$ cat src/rtl/line_capture_ctrl.sv
// Trigger-aligned ADC line capture into a single-entry valid/ready stream.
// Define LINE_HEADER_EN to prefix every line with a {4'hA, line_cnt[11:0]} word.
module line_capture_ctrl #(
  parameter int PIX_W = 12,
  parameter int CNT_W = 16
) (
  input  logic             clk8m,
  input  logic             rst,
  input  logic             line_trig,
  input  logic [15:0]      delay_cfg,
  input  logic [11:0]      pix_num,
  input  logic [PIX_W-1:0] adc_data,
  input  logic             err_clr,
  output logic [15:0]      m_data,
  output logic             m_valid,
  input  logic             m_ready,
  output logic             m_last,
  output logic             busy,
  output logic [CNT_W-1:0] line_cnt,
  output logic             trig_miss,
  output logic             ovf_err
);

  localparam logic [1:0] S_IDLE    = 2'd0;
  localparam logic [1:0] S_DELAY   = 2'd1;
`ifdef LINE_HEADER_EN
  localparam logic [1:0] S_HEADER  = 2'd2;
`endif
  localparam logic [1:0] S_CAPTURE = 2'd3;

  logic [1:0]       r_state;
  logic [1:0]       w_next;
  logic             r_trig_d;
  logic [15:0]      r_dly_cfg;
  logic [11:0]      r_pix_num;
  logic [15:0]      r_dly_cnt;
  logic [11:0]      r_pix_cnt;
  logic [CNT_W-1:0] r_line_cnt;
  logic [15:0]      r_data;
  logic             r_valid;
  logic             r_last;
  logic             r_miss;
  logic             r_ovf;

  logic             w_rise;
  logic             w_dly_done;
  logic             w_zero;
  logic             w_can_load;
  logic             w_cap;
  logic             w_hdr_ld;
  logic             w_last;
  logic             w_drop;
  logic             w_line_done;
  logic [15:0]      w_sample;
  logic [15:0]      w_hdr;

  assign w_rise     = line_trig & ~r_trig_d;
  assign w_dly_done = (r_state == S_DELAY) && (r_dly_cnt == r_dly_cfg);
  assign w_zero     = (r_pix_num == 12'd0);
  assign w_can_load = ~r_valid | m_ready;
  assign w_sample   = {{(16-PIX_W){1'b0}}, adc_data};

`ifdef LINE_HEADER_EN
  logic [11:0] w_hdr_cnt;
  if (CNT_W >= 12) begin : g_cnt_wide
    assign w_hdr_cnt = r_line_cnt[11:0];
  end else begin : g_cnt_narrow
    assign w_hdr_cnt = {{(12-CNT_W){1'b0}}, r_line_cnt};
  end
  assign w_hdr    = {4'hA, w_hdr_cnt};
  assign w_hdr_ld = (r_state == S_HEADER) && w_can_load;
  assign w_cap    = (r_state == S_CAPTURE);
`else
  assign w_hdr    = 16'h0000;
  assign w_hdr_ld = 1'b0;
  // Without a header the last DELAY cycle already samples pixel 0.
  assign w_cap    = (r_state == S_CAPTURE) | (w_dly_done & ~w_zero);
`endif

  assign w_last      = w_cap && (r_pix_cnt == r_pix_num - 12'd1);
  assign w_drop      = w_cap & ~w_can_load;
  assign w_line_done = w_last | (w_dly_done & w_zero);

  always_comb begin
    w_next = r_state;
    unique case (r_state)
      S_IDLE: begin
        if (w_rise) w_next = S_DELAY;
      end
      S_DELAY: begin
        if (w_line_done) w_next = S_IDLE;
`ifdef LINE_HEADER_EN
        else if (w_dly_done) w_next = S_HEADER;
`else
        else if (w_dly_done) w_next = S_CAPTURE;
`endif
      end
`ifdef LINE_HEADER_EN
      S_HEADER: begin
        if (w_can_load) w_next = S_CAPTURE;
      end
`endif
      S_CAPTURE: begin
        if (w_last) w_next = S_IDLE;
      end
      default: w_next = S_IDLE;
    endcase
  end

  always_ff @(posedge clk8m) begin
    if (rst) begin
      r_state    <= S_IDLE;
      r_trig_d   <= 1'b0;
      r_dly_cfg  <= 16'd0;
      r_pix_num  <= 12'd0;
      r_dly_cnt  <= 16'd0;
      r_pix_cnt  <= 12'd0;
      r_line_cnt <= '0;
      r_data     <= 16'd0;
      r_valid    <= 1'b0;
      r_last     <= 1'b0;
      r_miss     <= 1'b0;
      r_ovf      <= 1'b0;
    end else begin
      r_trig_d <= line_trig;
      r_state  <= w_next;
      if ((r_state == S_IDLE) && w_rise) begin
        r_dly_cfg <= delay_cfg;
        r_pix_num <= pix_num;
        r_dly_cnt <= 16'd0;
        r_pix_cnt <= 12'd0;
      end else begin
        if (r_state == S_DELAY) r_dly_cnt <= r_dly_cnt + 16'd1;
        if (w_cap) r_pix_cnt <= r_pix_cnt + 12'd1;
      end
      if (w_line_done)
        r_line_cnt <= r_line_cnt + {{(CNT_W-1){1'b0}}, 1'b1};
      if (w_hdr_ld) begin
        r_data  <= w_hdr;
        r_last  <= 1'b0;
        r_valid <= 1'b1;
      end else if (w_cap && w_can_load) begin
        r_data  <= w_sample;
        r_last  <= w_last;
        r_valid <= 1'b1;
      end else if (m_ready) begin
        r_valid <= 1'b0;
        r_last  <= 1'b0;
      end
      // Setting events take priority over the clear pulse.
      if (w_rise && (r_state != S_IDLE)) r_miss <= 1'b1;
      else if (err_clr) r_miss <= 1'b0;
      if (w_drop) r_ovf <= 1'b1;
      else if (err_clr) r_ovf <= 1'b0;
    end
  end

  assign m_data    = r_data;
  assign m_valid   = r_valid;
  assign m_last    = r_last;
  assign busy      = (r_state != S_IDLE);
  assign line_cnt  = r_line_cnt;
  assign trig_miss = r_miss;
  assign ovf_err   = r_ovf;

endmodule

$ cat config.mk
export PLATFORM = sky130hd
export DESIGN_NAME = line_capture_ctrl
export DESIGN_NICKNAME = d
export VERILOG_FILES = /design/src/rtl/line_capture_ctrl.sv
export SDC_FILE = /design/constraint.sdc
export NUM_CORES = 1
export LEC_CHECK = 0
export CAP_MARGIN = 20
export CELL_PAD_IN_SITES_DETAIL_PLACEMENT = 1
export CELL_PAD_IN_SITES_GLOBAL_PLACEMENT = 1
export CORE_MARGIN = 2
export CORE_UTILIZATION = 39
export CTS_CLUSTER_DIAMETER = 60
export DETAILED_ROUTE_END_ITERATION = 7
export GPL_TIMING_DRIVEN = 0
export PLACE_DENSITY = 0.84
export SYNTH_ARGS = -nofsm -noshare
export SYNTH_HDL_FRONTEND = slang
export SYNTH_SLANG_ARGS = --single-unit
$ cat constraint.sdc
create_clock -name clk8m -period 3.5 [get_ports clk8m]
set_clock_uncertainty 0.1 [all_clocks]
set_input_delay 0.7 -clock clk8m [delete_from_list [all_inputs] [get_ports clk8m]]
set_output_delay 0.7 -clock clk8m [all_outputs]
set_load 0.03 [all_outputs]
==> results.json, run 1 <==
{
  "outcome": "finished clean",
  "ir_worst_vdd_v": 0.000285,
  "synth_top_cells_by_count": "dfxtp_1 (91), nand2_1 (82), a21oi_1 (56)",
  "crit_arrival_ns": 3.35,
  "drv_slew": 0,
  "setup_viol": 0,
  "die_w_um": 111,
  "worstMarginPinSlew_ns": 0.604,
  "io_buffers": 76,
  "hold_viol_final": 0,
  "synth_flop_cell": "dfxtp_1",
  "cts_buffers": 9,
  "cts_resized": 0,
  "grt_pass1_wl_mm": 21.3,
  "grt_start_max_net_pins": 14,
  "multi_input_area_sq_um": 2430,
  "drv_cap": 0,
  "synth.most_common_cell": "dfxtp_1",
  "cp.required_ns": 3.67,
  "drt_iter0_drc": 128,
  "synthCells": 533,
  "p_switching_mw": 0.658,
  "nFillCells": 1380,
  "first_global_vias": 4392,
  "detail-route-antenna-nets": 0,
  "layout-drive-gt1-share_pct": 5.27,
  "finalWorstSetupSlack_ns": 0.317,
  "route.detailed.drc": 0,
  "nets": 673,
  "maxSlewHeadroom_pct": 59.4,
  "pwr-share-comb_pct": 16.7,
  "p_int_mw": 1.75,
  "ys_types": 53,
  "die_h_um": 111,
  "synthXorXnorAreaFrac_pct": 9.84,
  "finalWeightedCongestion": 0.847,
  "antenna_found_initial": 0,
  "synth_top_area_share_pct": 40.9,
  "seq_area_sq_um": 1820,
  "seqPwrFrac_pct": 45.7,
  "hpwl_mm": 9.54,
  "synth-seq-area-share_pct": 40.9,
  "clk_pin_slew_worst_paths_ns": 0.06,
  "fin_crit_sh_pct": 90.9,
  "cts_tree": "done",
  "die-area_sq_um": 12300,
  "syn_to_final_growth_pct": 27.4,
  "synth_top_cell_by_area": "dfxtp_1",
  "p_per_area_nw_per_um2": 424,
  "critPathLaunchType": "register",
  "min_path_type": "reg -> reg",
  "end_kind": "register",
  "synthSimpleGateAreaFrac_pct": 25.4,
  "io_pins": 82,
  "vias": 4104,
  "dr.pass1.iters": 4,
  "place_ws_ns": 0.358,
  "diodes": 0,
  "clock_latency_ns": 0.34,
  "wl_per_cell_um": 16.3,
  "ys_seq_elements": 91,
  "synth_top_family_by_area": "simple AND/OR/NAND/NOR gates",
  "cts.sink_count": 91,
  "max_freq_mhz": 314,
  "finalSetupTns_ns": 0,
  "cts_setup_buffers": 0,
  "async_reset_ff_share_pct": 0,
  "crit_fanout": 10,
  "synthMuxAreaShare_pct": 3.40,
  "coreArea_sq_um": 11300,
  "netlist_top_cells_area": "dfxtp_1 (41%), nand2_1 (6.9%), xnor2_1 (6.9%), a21oi_1 (6.3%), nor2_1 (4.3%)",
  "synth_compound_area_share_pct": 14.3,
  "syn_area_per_cell_sq_um": 8.35,
  "yosys_warnings": 0,
  "crit_type": "reg -> reg",
  "viasPerCell": 5.34,
  "rows": 39,
  "post_synth_fa_ha_maj_area_fraction_pct": 1.41,
  "period_needed_ns": 3.18,
  "switching_share_pct": 27.3,
  "htreeDepth": 3,
  "grt.overflow.total": 0,
  "synth_edf_count": 0,
  "cts-root-buf": "clkbuf_16",
  "cts_buffer_depth": 2,
  "postRouteWirelength_mm": 12.5,
  "grt_usage_pct": 21.0,
  "hold_buffers": 0,
  "pwr-share-clk_pct": 37.6,
  "rsz0062_at_grt": "false",
  "leakagePower_nw": 1.90,
  "initial_core_util_pct": 39.5,
  "netlist_area_sq_um": 4450
}
==> cells in the final DEF (no fill, tap or decap), drive strengths merged, types with 2 or more instances in the layout <==
cell	synthesis	final
dfxtp	91	91
nand2	82	82
clkdlybuf4s50	0	76
a21oi	56	56
nor2	51	51
xnor2	35	35
clkbuf	19	31
o31ai	16	16
or4	16	16
nand3	15	15
xor2	15	15
buf	15	15
mux2i	14	14
o21ai	12	12
inv	11	11
nand4	10	10
and3	7	7
nor4	7	7
nor2b	7	7
or3	6	6
and4	6	6
nor3	6	6
and2	5	5
ha	5	5
a31oi	5	5
conb	1	4
nand2b	3	3
or2	2	2
a41oi	2	2
==> worst paths after layout <==
| check | slack (ns) | endpoint | start | cells past startpoint |
|---|---|---|---|---|
| setup / recovery | 0.32 | line_cnt[12] | r_pix_num[0] | 11 |
| hold / removal | 0.37 | r_dly_cfg[14] | r_dly_cfg[14] | 2 |
| setup reg to reg | 0.32 | line_cnt[12] | r_pix_num[0] | 11 |
| hold reg to reg | 0.37 | r_dly_cfg[14] | r_dly_cfg[14] | 2 |
==> stage by stage <==
step                      instance area, sq um  hold slack [ns]  total power [mW]  cells  util [%]
final                                     5670            0.369              2.41    769      50.3
after global routing                      5670            0.388              2.51    769      50.3
after CTS                                 5670            0.373              2.42    769      50.3
after detailed placement                  5400            0.364              1.52    755      47.9
after global placement                    5400            0.360              1.51    755      47.9
after floorplan                           4460            0.350              1.38    536         -
==> worst max-delay path: stages (launching register included) <==
cell and delay (ns):
dfxtp_1 0.42, inv_1 0.10, ha_1 0.20, buf_2 0.18, nor2b_1 0.14, or3_1 0.36, a31oi_1 0.24, o311a_1 0.34
a41oi_4 0.21, buf_6 0.18, or4_1 0.47, a21oi_1 0.17
==> area by class of cell <==
type,instances,share of cell area (%)
Buffer,34,2.89
Clock buffer,12,4.52
Clock inverter,2,0.221
Inverter,11,0.728
Multi-Input combinational cell,400,42.9
Sequential cell,91,32.1
Tap cell,143,3.16
Timing Repair Buffer,76,13.4
==> power by group through the flow <==
stage               clock network (mW)  registers (mW)  logic [mW]
global route                     0.965            1.10       0.442
floorplan                            0            1.13       0.249
CTS                              0.921            1.10       0.404
detailed placement                   0            1.12       0.401
finish                           0.905            1.10       0.402
global placement                     0            1.12       0.386
==> flip-flops by register name, indices dropped and copies added, names as in the netlist <==
register,cells
r_dly_cfg,16
r_pix_cnt,12
r_dly_cnt,16
trig_miss,1
r_state,2
line_cnt,16
m_valid,1
r_pix_num,12
m_last,1
m_data,12
r_trig_d,1
ovf_err,1
==> cell families (layout without fill, tap and decap cells) <==
kind of cell | Yosys count | after routing
AOI/OAI and AO/OA | 98 | 98
other | 1 | 4
buffers and inverters | 45 | 135
muxes | 15 | 15
xor gates and xnor gates | 50 | 50
adders and majority gates | 5 | 5
and+or+nand+nor | 228 | 228
DFF | 91 | 91
==> routing by layer <==
metal  vias to the layer above  part of all wire (%)  track usage, %
met3                        17                   3.0            3.44
met2                        54                    53            39.3
met5                         -                     0               0
li1                       2022                     -               -
met1                      2011                    42            24.2
met4                         0                   1.5            6.67
(Power assumes the default switching activity.)
==> run 2: changes to the inputs <==
--- a/config.mk
+++ b/config.mk
@@ -9,11 +9,11 @@
 export CELL_PAD_IN_SITES_DETAIL_PLACEMENT = 1
 export CELL_PAD_IN_SITES_GLOBAL_PLACEMENT = 1
 export CORE_MARGIN = 2
-export CORE_UTILIZATION = 39
+export CORE_UTILIZATION = 42
 export CTS_CLUSTER_DIAMETER = 60
 export DETAILED_ROUTE_END_ITERATION = 7
 export GPL_TIMING_DRIVEN = 0
-export PLACE_DENSITY = 0.84
+export PLACE_DENSITY = 0.89
 export SYNTH_ARGS = -nofsm -noshare
 export SYNTH_HDL_FRONTEND = slang
 export SYNTH_SLANG_ARGS = --single-unit
==> constraint.sdc (replaced) <==
create_clock -name clk8m -period 3.92 [get_ports clk8m]
set_clock_uncertainty 0.1 [all_clocks]
set_input_delay 0.392 -clock clk8m [delete_from_list [all_inputs] [get_ports clk8m]]
set_output_delay 0.392 -clock clk8m [all_outputs]
set_load 0.03 [all_outputs]
==> run 2 against run 1 <==
Effect of this change: critical path type unchanged; final cell count decreased by 0.65%; total power decreased by 17%; largest power group unchanged; first-iteration DRC count increased by 52%; fmax decreased by 0.47%; hold slack got worse by 0.068 ns; core utilization increased by 3.9 points; global-route usage increased by 2.2 points; critical endpoint is now line_cnt[1]; register-to-register slack improved by 0.40 ns; combinational power decreased by 9.7%; die area decreased by 6.9%.
==> results.json, run 2 (synthesized netlist as in run 1, its figures left out) <==
{
  "outcome": "finished clean",
  "min_path_type": "in -> reg",
  "die_h_um": 107,
  "drt_iter0_drc": 194,
  "clock_latency_ns": 0.37,
  "cp.required_ns": 4.12,
  "route.detailed.drc": 0,
  "hpwl_mm": 9.50,
  "end_kind": "register",
  "place_ws_ns": 0.753,
  "nets": 673,
  "rsz0062_at_grt": "false",
  "grt_start_max_net_pins": 17,
  "grt_pass1_wl_mm": 21.1,
  "htreeDepth": 3,
  "worstMarginPinSlew_ns": 0.593,
  "worstPathCellList": "inv_1 > ha_1 > buf_2 > nor2b_1 > or3_1 > a31oi_1 > o311a_1 > a41oi_4 > clkbuf_1 > or3b_1 > a21oi_1",
  "finalWeightedCongestion": 0.852,
  "cts_resized": 0,
  "p_per_area_nw_per_um2": 358,
  "cts.sink_count": 91,
  "dr.pass1.iters": 5,
  "finalWorstSetupSlack_ns": 0.722,
  "drv_slew": 0,
  "critPathMaxStageDelay_ns": 0.43,
  "setup_viol": 0,
  "wl_per_cell_um": 16.6,
  "fin_crit_sh_pct": 81.6,
  "grt.overflow.total": 0,
  "drv_cap": 0,
  "fin_area_sq_um": 5590,
  "cts_buffer_depth": 2,
  "clk_pin_slew_worst_paths_ns": 0.10,
  "initial_core_util_pct": 43.1,
  "ir_worst_vdd_v": 0.000184,
  "vias": 4179,
  "final_common_cell": "dfxtp_1",
  "max_freq_mhz": 313,
  "first_global_vias": 4396,
  "syn_to_final_growth_pct": 25.7,
  "coreArea_sq_um": 10300,
  "viasPerCell": 5.47,
  "postRouteWirelength_mm": 12.7,
  "grt_usage_pct": 23.1,
  "cp_slowest_cell": "dfxtp_1",
  "critPathLaunchType": "register",
  "hold_buffers": 0,
  "crit_arrival_ns": 3.40,
  "layout_common_cells": "dfxtp_1 (91), nand2_1 (82), clkdlybuf4s50_1 (76), a21oi_1 (56), nor2_1 (51)",
  "path_delay_family": "compound AO/OA/AOI/OAI gates",
  "io_pins": 82,
  "crit_fanout": 10,
  "power_mw": 2.00,
  "hold_viol_final": 0,
  "rows": 37,
  "cts_buffers": 9,
  "dpl-instance-area_sq_um": 5390,
  "io_buffers": 76,
  "antenna_found_initial": 0,
  "die_w_um": 107,
  "diodes": 0,
  "leakagePower_nw": 1.87,
  "cts_tree": "done",
  "fin_hold_ws_ns": 0.300,
  "cts-root-buf": "clkbuf_8",
  "die-area_sq_um": 11400,
  "finalSetupTns_ns": 0,
  "crit_type": "reg -> reg",
  "path_buf_inv": 3,
  "maxSlewHeadroom_pct": 60.1,
  "cts_setup_buffers": 0,
  "period_needed_ns": 3.20,
  "detail-route-antenna-nets": 0,
  "layout-drive-gt1-share_pct": 5.73
}
[run 2: cell count changes in the layout (fill, tap and decap cells not counted), sizes merged]
cell	delta
clkinvlp	+1
inv	+2
bufinv	+1
clkinv	+1
clkbuf	-3
[run 2: routing by layer]
metal / part of all wire [%] / track usage (%) / vias up
li1: - / - / 2018
met1: 42 / 27.6 / 2033
met2: 52 / 41.7 / 106
met3: 4.4 / 3.16 / 22
met4: 2.0 / 9.37 / 0
met5: 0 / 0 / -
[run 2: final cells by class]
| cell class | instances | area [sq um] |
|---|---|---|
| Multi-Input combinational cell | 400 | 2430 |
| Inverter | 11 | 41.3 |
| Fill cell | 1244 | 4730 |
| Timing Repair Buffer | 76 | 761 |
| Buffer | 34 | 164 |
| Clock inverter | 7 | 76.3 |
| Tap cell | 136 | 170 |
| Sequential cell | 91 | 1820 |
| Clock buffer | 9 | 124 |
[run 2: power by group]
part / internal (mW) / switching, mW / total [mW]
sequential: 0.953 / 0.0288 / 0.982
clock: 0.299 / 0.359 / 0.658
combinational: 0.151 / 0.212 / 0.363
total: 1.40 / 0.599 / 2.00
[run 2: path summary, 6_finish.rpt]
check / start / to / slack, ns / depth (start not counted)
max reg2reg: r_pix_num[0] / line_cnt[1] / 0.72 / 11
min reg2reg: r_dly_cfg[5] / r_dly_cfg[5] / 0.38 / 2
min: rst / r_trig_d / 0.30 / 2
max: r_pix_num[0] / line_cnt[1] / 0.72 / 11
[run 2: worst register-to-register path, delay by kind of cell, from the launching register on]
kind	cells	cell delay (ns)
fa+ha+maj	1	0.20
simple gates	3	0.91
flops	1	0.43
compound gates	4	0.92
buf+inv	3	0.58
[run 2: metrics by stage]
step / std cells / util (%)
after CTS: 764 / 54.2
after global routing: 764 / 54.2
final: 764 / 54.2
after detailed placement: 748 / 52.2
after floorplan: 536 / -
after global placement: 748 / 52.2
==> RTL change (settings of run 2) <==
Make the reset (`rst`) asynchronous in one clocked block.
--- a/src/rtl/line_capture_ctrl.sv
+++ b/src/rtl/line_capture_ctrl.sv
@@ -108,5 +108,5 @@
   end
 
-  always_ff @(posedge clk8m) begin
+  always_ff @(posedge clk8m or posedge rst) begin
     if (rst) begin
       r_state    <= S_IDLE;
Function: differs if rst is asserted again (counterexample within 4 cycles, from zero or initial values and one cycle with rst high); with rst held inactive, the same outputs for 10 cycles.
==> RTL change against run 2 <==
Worst hold slack worse by 0.068 ns; synthesized area is 2.3% higher; combinational power is 39% lower; via count is 8.7% lower; design area is 2.7% higher; total power is 2.5% lower; sequential cell count stayed put; synthesized cell count is 13% lower; wire length is 7.5% lower; worst setup slack worse by 0.25 ns; critical path type unchanged; critical endpoint is now line_cnt[13]; highest routed layer unchanged.
==> RTL change: results (changes against run 2) <==
| Metric | Value |
|---|---|
| Status | `complete, no violations` |
| Power share of the combinational group | `11.3% (-6.8 points)` |
| DP Worst Slack | `0.506 ns (-0.246 ns)` |
| CTS buffer count | `9 (unchanged)` |
| Fraction of layout cells with a size suffix above 1 | `8.36% (+2.6 points)` |
| GRT overflow | `0 (unchanged)` |
| Post_cts resized | `0 (unchanged)` |
| # diodes | `0 (unchanged)` |
| Sw power | `0.507 mW (-15%)` |
| Largest net degree at the start of global routing | `68 (+51)` |
| Vias per std cell | `5.44 (-0.60%)` |
| Fillers | `1,233 (-0.88%)` |
| Min-delay worst type | `in2async` |
| GRT Overall Usage | `21.1% (-2.1 points)` |
| GPL Wtd Cong | `0.835 (-2.1%)` |
| Yosys warns | `0 (unchanged)` |
| H-tree depth | `3 (unchanged)` |
| Routed Wire Length | `11,800 um (-7.5%)` |
| Count of cell types in the netlist | `52 (-1.9%)` |
| Total number of vias | `3,817 (-8.7%)` |
| Worst-Margin Slew | `0.716 ns (+0.123 ns)` |
| Max FO, Critical Path | `7 (-3)` |
| Max IR drop VDD | `0.169 mV (-8.2%)` |
| Asr flop ratio synth | `100% (+100 points)` |
| Global-route wire length before repair | `19,300 um (-8.7%)` |
| Drt pass-1 iters | `4 (-1)` |
| Layout Nets | `608 (-9.7%)` |
| Worst EP arrival | `3.60 ns (+0.20 ns)` |
| Critical Path Max Stage Delay | `0.59 ns (+0.16 ns)` |
| Setup Buffers After CTS | `0 (unchanged)` |
| Placed Cells | `687 (-8.2%)` |
| CTS Root Cell | `clkbuf_8` |
| Slowest library cell on the worst path | `a2111oi_4` |
| Worst-path clk slew | `0.10 ns (about the same)` |
| Placed inst area | `0.00554 mm^2 (+2.7%)` |
| Post-detailed-placement half-perimeter wirelength | `8650 um (-8.9%)` |
| Post-Synthesis Cells | `466 (-13%)` |
| Synth area leaders | `dfrtp_1 50%, nand2_1 9.2%, xnor2_1 3.8%, xor2_1 3.7%, mux2_2 3.2%` |
| Switching Fraction | `26.0% (-4.0 points)` |
| Clock Path Buffers | `2 (unchanged)` |
| Vias in the first global route | `3,979 (-9.5%)` |
| Leakage | `2.54 nW (+36%)` |
| Detailed Route Iter0 Violations | `141 (-27%)` |
| Port bufs | `77 (+1.3%)` |
| Seq pwr share | `52.7% (+3.7 points)` |
| Register area share after synthesis | `50.0% (+9.1 points)` |
| Post-synth top cells | `111 x nand2_1, 91 x dfrtp_1, 21 x nor2_1, 21 x o21ai_0, 20 x xnor2_1` |
-- RTL change: cell count changes in the layout (fill, tap and decap cells not counted), sizes merged, moves of 9 or more --
cell and delta:
mux2 +12, dfxtp -91, o31ai -12, xnor2 -15, a21oi -46, nor2 -30, dfrtp +91, or4 -15
nand2 +29, o21ai +9, a31oi +12
-- RTL change: worst paths after layout --
path                               from             to  slack (ns)  cells after the start
max                        r_pix_num[0]   line_cnt[13]        0.47                      9
min                                 rst   line_cnt[15]        0.23                      2
max reg2reg                r_pix_num[0]   line_cnt[13]        0.47                      9
min reg2reg                r_dly_cfg[4]   r_dly_cfg[4]        0.41                      2
max in group asynchronous           rst  r_dly_cfg[11]        2.84                      3
min in group clk8m            line_trig       r_trig_d        0.39                      1
-- RTL change: kinds of logic (layout without fill, tap and decap cells) --
family | count (synthesis) | after routing | share of synthesized area (%)
muxes | 22 | 22 | 5.20
xor gates and xnor gates | 39 | 39 | 7.50
adders and majority gates | 5 | 5 | 1.37
other | 1 | 4 | 0.0824
AOI/OAI and AO/OA | 71 | 71 | 11.0
buffers and inverters | 31 | 124 | 3.24
DFF | 91 | 91 | 50.0
and+or+nand+nor | 206 | 206 | 21.6
-- RTL change: layout make-up --
type | instances | area [um^2] | area share [%]
well taps | 140 | 175 | 3.05
clock inverters | 5 | 78.8 | 1.37
repair buffers | 78 | 798 | 13.9
multi-input cells | 347 | 2140 | 37.2
plain buffers | 25 | 125 | 2.18
clock buffers | 10 | 128 | 2.22
inverters | 6 | 25.0 | 0.436
flip-flops and latches | 91 | 2280 | 39.6
-- RTL change: routing by layer --
metal | global-route usage, % | vias up | share of wire (%)
met2 | 37.3 | 70 | 52
met1 | 26.0 | 1921 | 43
met3 | 2.65 | 24 | 2.6
met5 | 0 | - | 0
met4 | 8.61 | 0 | 2.4
li1 | - | 1802 | -
